File: src/rtl/wembley_stream_if.sv
// wembley_stream_if
//   Bundles the word-input handshake and the bit-serial output of wembley_stream.
//   master : operand source / serial consumer side (drives in_valid, operands, mode)
//   slave  : wembley_stream side (drives in_ready, Yout, y_valid, y_last, busy)
//   Signals:
//     in_valid / in_ready  word handshake, transfer when both high at a rising edge
//     Ain, Bin, Cin        WIDTH-bit operands
//     mode                 2-bit function select travelling with the word
//     Yout                 serial result bit, LSB first
//     y_valid / y_last     bit strobe / final-bit (MSB) strobe
//     busy                 FIFO non-empty or a word is being shifted out
interface wembley_stream_if #(
    parameter int WIDTH = 8
);
    logic             in_valid;
    logic             in_ready;
    logic [WIDTH-1:0] Ain;
    logic [WIDTH-1:0] Bin;
    logic [WIDTH-1:0] Cin;
    logic [1:0]       mode;
    logic             Yout;
    logic             y_valid;
    logic             y_last;
    logic             busy;

    modport master (
        output in_valid, Ain, Bin, Cin, mode,
        input  in_ready, Yout, y_valid, y_last, busy
    );

    modport slave (
        input  in_valid, Ain, Bin, Cin, mode,
        output in_ready, Yout, y_valid, y_last, busy
    );
endinterface

File: src/rtl/wembley_stream.sv
// wembley_stream
//   Accepts operand triples (A, B, C) with a per-word function select, buffers
//   them in a DEPTH-entry FIFO, evaluates the selected function on the FIFO head
//   and shifts the WIDTH-bit result out LSB-first on Yout with framing strobes.
//   Consecutive buffered words are emitted with no idle cycle in between.
//   Ports:
//     clk    rising-edge clock
//     reset  asynchronous, active-high; discards all buffered and in-flight words
//     s      wembley_stream_if slave modport (handshake, operands, serial output)
//   Functions (result truncated to WIDTH bits):
//     mode 0: (A & B) ^ C      mode 1: (A | B) & ~C
//     mode 2: bitwise majority mode 3: A + B + C
module wembley_stream #(
    parameter int WIDTH = 8,
    parameter int DEPTH = 4
) (
    input  logic              clk,
    input  logic              reset,
    wembley_stream_if.slave   s
);
    localparam int PTR_W = $clog2(DEPTH);
    localparam int CNT_W = $clog2(DEPTH + 1);
    localparam int BC_W  = $clog2(WIDTH);

    localparam logic [BC_W-1:0]  BC_LAST  = BC_W'(WIDTH - 1);
    localparam logic [CNT_W-1:0] CNT_FULL = CNT_W'(DEPTH);

    typedef struct packed {
        logic [1:0]       mode;
        logic [WIDTH-1:0] a;
        logic [WIDTH-1:0] b;
        logic [WIDTH-1:0] c;
    } word_t;

    typedef enum logic {
        IDLE  = 1'b0,
        SHIFT = 1'b1
    } state_t;

    function automatic logic [WIDTH-1:0] eval_fn(input word_t w);
        logic [WIDTH-1:0] r;
        case (w.mode)
            2'd0:    r = (w.a & w.b) ^ w.c;
            2'd1:    r = (w.a | w.b) & ~w.c;
            2'd2:    r = (w.a & w.b) | (w.a & w.c) | (w.b & w.c);
            default: r = w.a + w.b + w.c;
        endcase
        return r;
    endfunction

    word_t             mem_q [DEPTH];
    logic [PTR_W-1:0]  wr_ptr_q, wr_ptr_d;
    logic [PTR_W-1:0]  rd_ptr_q, rd_ptr_d;
    logic [CNT_W-1:0]  count_q,  count_d;
    state_t            state_q,  state_d;
    logic [WIDTH-1:0]  sr_q,     sr_d;
    logic [BC_W-1:0]   bc_q,     bc_d;

    logic  push;
    logic  pop;
    word_t in_word;

    assign in_word = '{mode: s.mode, a: s.Ain, b: s.Bin, c: s.Cin};

    // Input side: no push-through when full, even if a pop happens this edge.
    // Pop whenever the shifter is free, or on the last bit so the next word
    // starts on the following cycle without a gap.
    always_comb begin
        push     = s.in_valid && (count_q != CNT_FULL);
        pop      = (count_q != '0) && ((state_q == IDLE) || (bc_q == BC_LAST));

        state_d  = state_q;
        sr_d     = sr_q;
        bc_d     = bc_q;
        wr_ptr_d = wr_ptr_q;
        rd_ptr_d = rd_ptr_q;

        if (state_q == SHIFT) begin
            sr_d = sr_q >> 1;
            bc_d = bc_q + BC_W'(1);
            if (bc_q == BC_LAST) begin
                state_d = IDLE;
            end
        end

        if (pop) begin
            sr_d     = eval_fn(mem_q[rd_ptr_q]);
            bc_d     = '0;
            state_d  = SHIFT;
            rd_ptr_d = rd_ptr_q + PTR_W'(1);
        end

        if (push) begin
            wr_ptr_d = wr_ptr_q + PTR_W'(1);
        end

        case ({push, pop})
            2'b10:   count_d = count_q + CNT_W'(1);
            2'b01:   count_d = count_q - CNT_W'(1);
            default: count_d = count_q;
        endcase
    end

    always_ff @(posedge clk or posedge reset) begin
        if (reset) begin
            state_q  <= IDLE;
            sr_q     <= '0;
            bc_q     <= '0;
            wr_ptr_q <= '0;
            rd_ptr_q <= '0;
            count_q  <= '0;
        end else begin
            state_q  <= state_d;
            sr_q     <= sr_d;
            bc_q     <= bc_d;
            wr_ptr_q <= wr_ptr_d;
            rd_ptr_q <= rd_ptr_d;
            count_q  <= count_d;
        end
    end

    // Storage needs no reset: only entries covered by count are ever read.
    always_ff @(posedge clk) begin
        if (push) begin
            mem_q[wr_ptr_q] <= in_word;
        end
    end

    // Outputs decode registered state only; gated so Yout rests at 0.
    logic shifting;
    assign shifting  = (state_q == SHIFT);
    assign s.in_ready = (count_q != CNT_FULL);
    assign s.y_valid  = shifting;
    assign s.Yout     = shifting & sr_q[0];
    assign s.y_last   = shifting & (bc_q == BC_LAST);
    assign s.busy     = shifting | (count_q != '0);

endmodule

File: src/flat_wrapper.sv
// flat-port wrapper written by rule: the top's interface ports become plain ports
module wembley_stream_flat 
#(
    parameter int WIDTH = 8,
    parameter int DEPTH = 4
)
  (clk, reset, s_in_valid, s_Ain, s_Bin, s_Cin, s_mode, s_in_ready, s_Yout, s_y_valid, s_y_last, s_busy);
  wembley_stream_if #(.WIDTH(WIDTH)) s_i ();
  input  logic clk;
  input  logic reset;
  input wire logic [$bits(s_i.in_valid)-1:0] s_in_valid;
  input wire logic [$bits(s_i.Ain)-1:0] s_Ain;
  input wire logic [$bits(s_i.Bin)-1:0] s_Bin;
  input wire logic [$bits(s_i.Cin)-1:0] s_Cin;
  input wire logic [$bits(s_i.mode)-1:0] s_mode;
  output wire logic [$bits(s_i.in_ready)-1:0] s_in_ready;
  output wire logic [$bits(s_i.Yout)-1:0] s_Yout;
  output wire logic [$bits(s_i.y_valid)-1:0] s_y_valid;
  output wire logic [$bits(s_i.y_last)-1:0] s_y_last;
  output wire logic [$bits(s_i.busy)-1:0] s_busy;
  assign s_i.in_valid = s_in_valid;
  assign s_i.Ain = s_Ain;
  assign s_i.Bin = s_Bin;
  assign s_i.Cin = s_Cin;
  assign s_i.mode = s_mode;
  assign s_in_ready = s_i.in_ready;
  assign s_Yout = s_i.Yout;
  assign s_y_valid = s_i.y_valid;
  assign s_y_last = s_i.y_last;
  assign s_busy = s_i.busy;
  wembley_stream #(.WIDTH(WIDTH), .DEPTH(DEPTH)) u_core (.clk(clk), .reset(reset), .s(s_i));
endmodule
File: config.mk
export PLATFORM = sky130hd
export DESIGN_NAME = wembley_stream_flat
export DESIGN_NICKNAME = d
export VERILOG_FILES = /design/src/rtl/wembley_stream_if.sv /design/src/rtl/wembley_stream.sv /design/src/flat_wrapper.sv
export SDC_FILE = /design/constraint.sdc
export NUM_CORES = 1
export LEC_CHECK = 0
export BUFFER_PORTS_ARGS = -buffer_cell sky130_fd_sc_hd__buf_2
export CORE_ASPECT_RATIO = 0.5
export CORE_UTILIZATION = 65
export CTS_CLUSTER_SIZE = 40
export DETAILED_ROUTE_END_ITERATION = 10
export PLACE_DENSITY = 0.94
export SETUP_SLACK_MARGIN = 0.05
export SYNTH_ARGS = -nofsm -noshare
export SYNTH_HDL_FRONTEND = slang
export SYNTH_SLANG_ARGS = --single-unit
File: constraint.sdc
create_clock -name clk -period 10.5 [get_ports clk]
set_input_delay 1.575 -clock clk [delete_from_list [all_inputs] [get_ports clk]]
set_output_delay 1.575 -clock clk [all_outputs]
set_load 0.005 [all_outputs]
======== After elaboration in Yosys (flattened, before gate mapping) ========
Memories as Yosys holds them, arrays and structs flattened.
Index checks and enable logic that the tools add are counted.
word-level totals
  memory bits (read-only) ................. 0
  register bits after elaboration ......... 19
  bits in writable memories ............... 104
  bits in latches ......................... 0
  word-level logic and storage cells ...... 51
  input port bits ......................... 29
  memories kept ........................... 1
  output and inout bits ................... 5
operators by class
  $mul .................................... 0
  $lt $le $gt $ge ......................... 0
  add/subtract/negate cells ............... 7
  bitwise gates (word level) .............. 13
  reduce and logical (&&, ||, !) cells .... 7
  div/mod/pow operators ................... 0
  muxes and demuxes ....................... 11
  eq/ne operators ......................... 6
  shifts and indexed selects .............. 0
memory list
  memory        depth  width  read ports  clocked after memory_dff  write ports  line                  RTL
  u_core.mem_q  4      26     1           0                         1            wembley_stream.sv:51  word_t mem_q [DEPTH];
operator list
  kind                 number
  $and 8x8->8          4
  $or 8x8->8           3
  $pmux 8 s3           1
  $add 8x8->8          2
  $mux 8               2
  $not 8->8            1
  $xor 8x8->8          1
  $add 3x1->3 const B  2
  $mux 3               2
  $pmux 3 s2           1
  $mux 1               5
  $add 2x1->2 const B  2
  $eq 2x1->1 const B   2
  $eq 2x2->1 const B   2
  $reduce_bool 2->1    2
  $eq 3x3->1 const B   1
  $ne 3x3->1 const B   1
  $reduce_bool 3->1    1
  $sub 3x1->3 const B  1
  $and 1x1->1          2
  $logic_and 1x1->1    2
  $logic_not 2->1      1
  $logic_or 1x1->1     1
  $not 1->1            1
  $or 1x1->1           1

======== Depth between registers and ports, before layout ========
An unclocked memory read counts as a cell.
  depth after elaboration ................. 6
  depth in mapped cells ................... 14
  mapped depth without buffers ............ 11

======== Least setup slack after synthesis ========
No wires, ideal clock.
  kind .................................... register to register
  start point ............................. register u_core.rd_ptr_q[0]
  end point ............................... register u_core.sr_q[7]
  path slack .............................. 7.029 ns
  stages on the path, launching flop included .. 11
  clock period less this slack ............ 3.471 ns
  data arrival time ....................... 3.350 ns
  setup time .............................. 0.122 ns
  path through ............................ dfrtp_1 buf_6 buf_12 mux4_1 fa_1 ha_1 fa_1 a211o_1 a2111oi_0 o31ai_1 a32o_1
on the way
  cells in the longest elaborated chain, start to end .. 6
  elaborated cells between the ends (all ways) .. 17
ends and longest elaborated chain
  what                                                 line                   RTL
  start, declared                                      wembley_stream.sv:53   logic [PTR_W-1:0] rd_ptr_q, rd_ptr_d;
  start signal, assigned                               wembley_stream.sv:117  rd_ptr_q <= rd_ptr_d;
  $mem_v2 4x26 (*)                                     --
  branches (longest 3 deep; another with $add 8x8->8)  --
  $pmux 8 s3 (*)                                       wembley_stream.sv:42   case (w.mode)
  $mux 8 (*)                                           wembley_stream.sv:86   if (pop) begin
  end signal, assigned                                 wembley_stream.sv:114  sr_q <= sr_d;
  end, declared                                        wembley_stream.sv:56   logic [WIDTH-1:0] sr_q, sr_d;
Mark *: on every way between the ends.
A chain may end at the register's enable or synchronous reset.

======== Worst setup path after layout ========
  start point ............................. register u_core.rd_ptr_q[0]
  end point ............................... register u_core.sr_q[6]
The elaborated chain is that of the path after synthesis.

==> impl_metrics.yaml <==
yosys:
  synth_edf_count: 104
  synth.area.top_cells: "edfxtp_1, dfrtp_1, mux4_1"
  netlist_instances: 326
  synth.avg_cell_area_um2: 17.2
  synth_flop_cell: "edfxtp_1"
  ys_ff_latch: 123
  synth_area_um2: 5590
  synth-seq-area-share_pct: 64.4
  synth.distinct_cells: 52
  ys_async_sr_fraction_pct: 15.4
  synth_warnings: 0
  syn_nets: 378
  synth_most_common_cell: "edfxtp_1"
  netlist.top_cell.by_area: "edfxtp_1"
  synth_common_cells: "edfxtp_1, dfrtp_1, mux4_1"
  synth_top_cell_area_share_pct: 55.9
status:
  status: "finished clean"
timing:
  rsz0062_at_grt: "no"
  finalCriticalPeriod_ps: 3920
  tightest_slew_ps: 925
  finalWorstSetupSlack_ps: 6580
  fin_skew_ps: 7.41
  tns_ps: 0
  maxSlewViolCount: 0
  final-setup-viol-count: 0
  finalHoldViolCount: 0
  relSlewSlack_pct: 36.7
  max_freq_mhz: 255
  fin_crit_sh_pct: 37.3
grt:
  grt_pass1_wl_um: 18900
  grt_pass1_vias: 3433
  grt-ovfl-total: 0
  grt_max_degree: 30
  grtUsageTotal_pct: 30.8
  antenna_found_initial: 0
route:
  antenna_left: 0
  vias: 3413
  wire_per_inst_um: 25.8
  drc_errors: 0
  viasPerCell: 6.84
  dr.pass1.iters: 5
  drt_iter0_drc: 399
  totalWireLength_um: 12900
clocking:
  tritoncts: "done"
  postCtsResizedCells: 0
  postCtsHoldBufs: 0
  max-clock-path-buffers: 2
  clock-root-buffer: "clkbuf_16"
  cts_made_buffers: 17
  path_clk_slew_ps: 50
  cts_sinks: 123
  clock_latency_ps: 420
  cts_htree_levels: 4
  cts_setup_buffers: 0
setup_path:
  critPathSlowestCell: "mux4_1"
  cpPeakStageDelay_ps: 740
  worstPathRequired_ps: 10790
  cp_num_buf_inv: 1
  worst_setup_path_end_kind: "register"
  worstReg2RegStart: "u_core.rd_ptr_q[0]"
  rr_endpoint: "u_core.sr_q[6]"
  start_kind: "register"
  path_max_fanout: 28
  cp.arrival_ps: 4210
  path_delay_family: "compound AO/OA/AOI/OAI gates"
  reg2reg_slack_ps: 6580
  crit_type: "reg -> reg"
  crit_chain: "buf_4, mux4_1, fa_1, ha_1, a211oi_1, or4b_2, o2111ai_1, a221oi_1, o21ai_1"
  reg2reg_depth: 9
place:
  hpwl_um: 7270
  dp_slack_ps: 6670
  routabilityCongestion: 0.808
  numPortBuffers: 33
layout:
  ff_latch_area_um2: 3600
  fillers: 407
  diodes: 0
  nets: 426
  layout-drive-gt1-share_pct: 21.4
  area_growth_pct: 15.9
  multi_input_area_um2: 1840
floorplan:
  core_um2: 8170
  pin_count: 34
  die_height_um: 67.6
  die-area_um2: 9000
  die_w_um: 133
  rows: 23
  start_util_pct: 68.4
hold_path:
  worstHoldStart: "u_core.sr_q[7]"
  whs_endpoint: "u_core.sr_q[7]"
  whs_path_depth: 1
  hold_path.class: "reg -> reg"
job:
  maxCapViolCount: 0
==> state kept, by name (all words and copies together), names as in the netlist <==
signal            flops
u_core.mem_q        104
u_core.sr_q           8
u_core.bc_q           3
u_core.count_q        3
u_core.rd_ptr_q       2
u_core.wr_ptr_q       2
u_core.s.y_valid      1
==> placed cells by master, fill, tap and decap left out, drive strengths merged, types with 4 or more instances in the layout <==
cell     synthesis  routed
a211oi           6       6
a2111oi          6       6
and2             4       4
mux4            26      26
nor2            12      12
ha              13      13
clkbuf           1      18
o21ai           11      11
clkinv           1       7
fa              10      10
bufinv           0       4
edfxtp         104     104
a21oi           10      10
nand2b           5       5
nand2            9       9
nand3            4       4
dfrtp           19      19
and3             6       6
inv             16      18
xor2             4       4
buf              9      39
xnor2            7       7
mux2i            4       4
==> layout make-up <==
class	instances	area share (%)
Clock buffer	18	6.62
Inverter	17	0.985
Sequential cell	123	55.5
Tap cell	112	2.16
Timing Repair Buffer	39	3.24
Multi-Input combinational cell	176	28.5
Clock inverter	14	2.99
==> per-layer routing <==
metal	global-route usage (%)	part of all wire [%]	routed length, µm
met2	49.0	47	6030
met1	38.6	40	5110
met4	17.9	3.9	501
met5	0	0	0
met3	9.61	9.4	1210
==> metrics by stage <==
step | instance area (µm²) | hold WS [ps] | std cells | util [%]
after floorplan | 5590 | 456 | 326 | -
after global placement | 5860 | 474 | 467 | 71.7
after detailed placement | 5860 | 493 | 467 | 71.7
after CTS | 6480 | 504 | 499 | 79.3
after global routing | 6480 | 531 | 499 | 79.3
final | 6480 | 506 | 499 | 79.3
==> worst register-to-register path: stages, from the launching register on <==
cell,delay [ps]
dfrtp_1,330
buf_4,440
mux4_1,770
fa_1,660
ha_1,260
a211oi_1,530
or4b_2,250
o2111ai_1,160
a221oi_1,320
o21ai_1,90
==> cells by family (layout without fill, tap and decap cells) <==
kind of cell    Yosys count  count (layout)  synth area share, %
fa+ha+maj                23              23                 6.49
flops                   123             123                 64.4
compound gates           59              59                 7.47
mux                      30              30                 12.3
xor+xnor                 11              11                 1.72
simple gates             53              53                 5.03
buf+inv                  27              88                 2.66
==> worst max path at each step <==
stage,startpoint,endpoint,slack (ps),depth (start not counted)
after global routing,u_core.rd_ptr_q[0],u_core.sr_q[6],6350,9
after detailed placement,u_core.rd_ptr_q[0],u_core.sr_q[7],6670,9
after global placement,u_core.rd_ptr_q[0],u_core.sr_q[7],6740,9
after floorplan,u_core.rd_ptr_q[0],u_core.sr_q[7],7030,10
final,u_core.rd_ptr_q[0],u_core.sr_q[6],6580,9
after CTS,u_core.rd_ptr_q[0],u_core.sr_q[7],6590,9
Power is not shown: default switching activity piles up to over one toggle a cycle in this logic, so the estimate is an artifact.
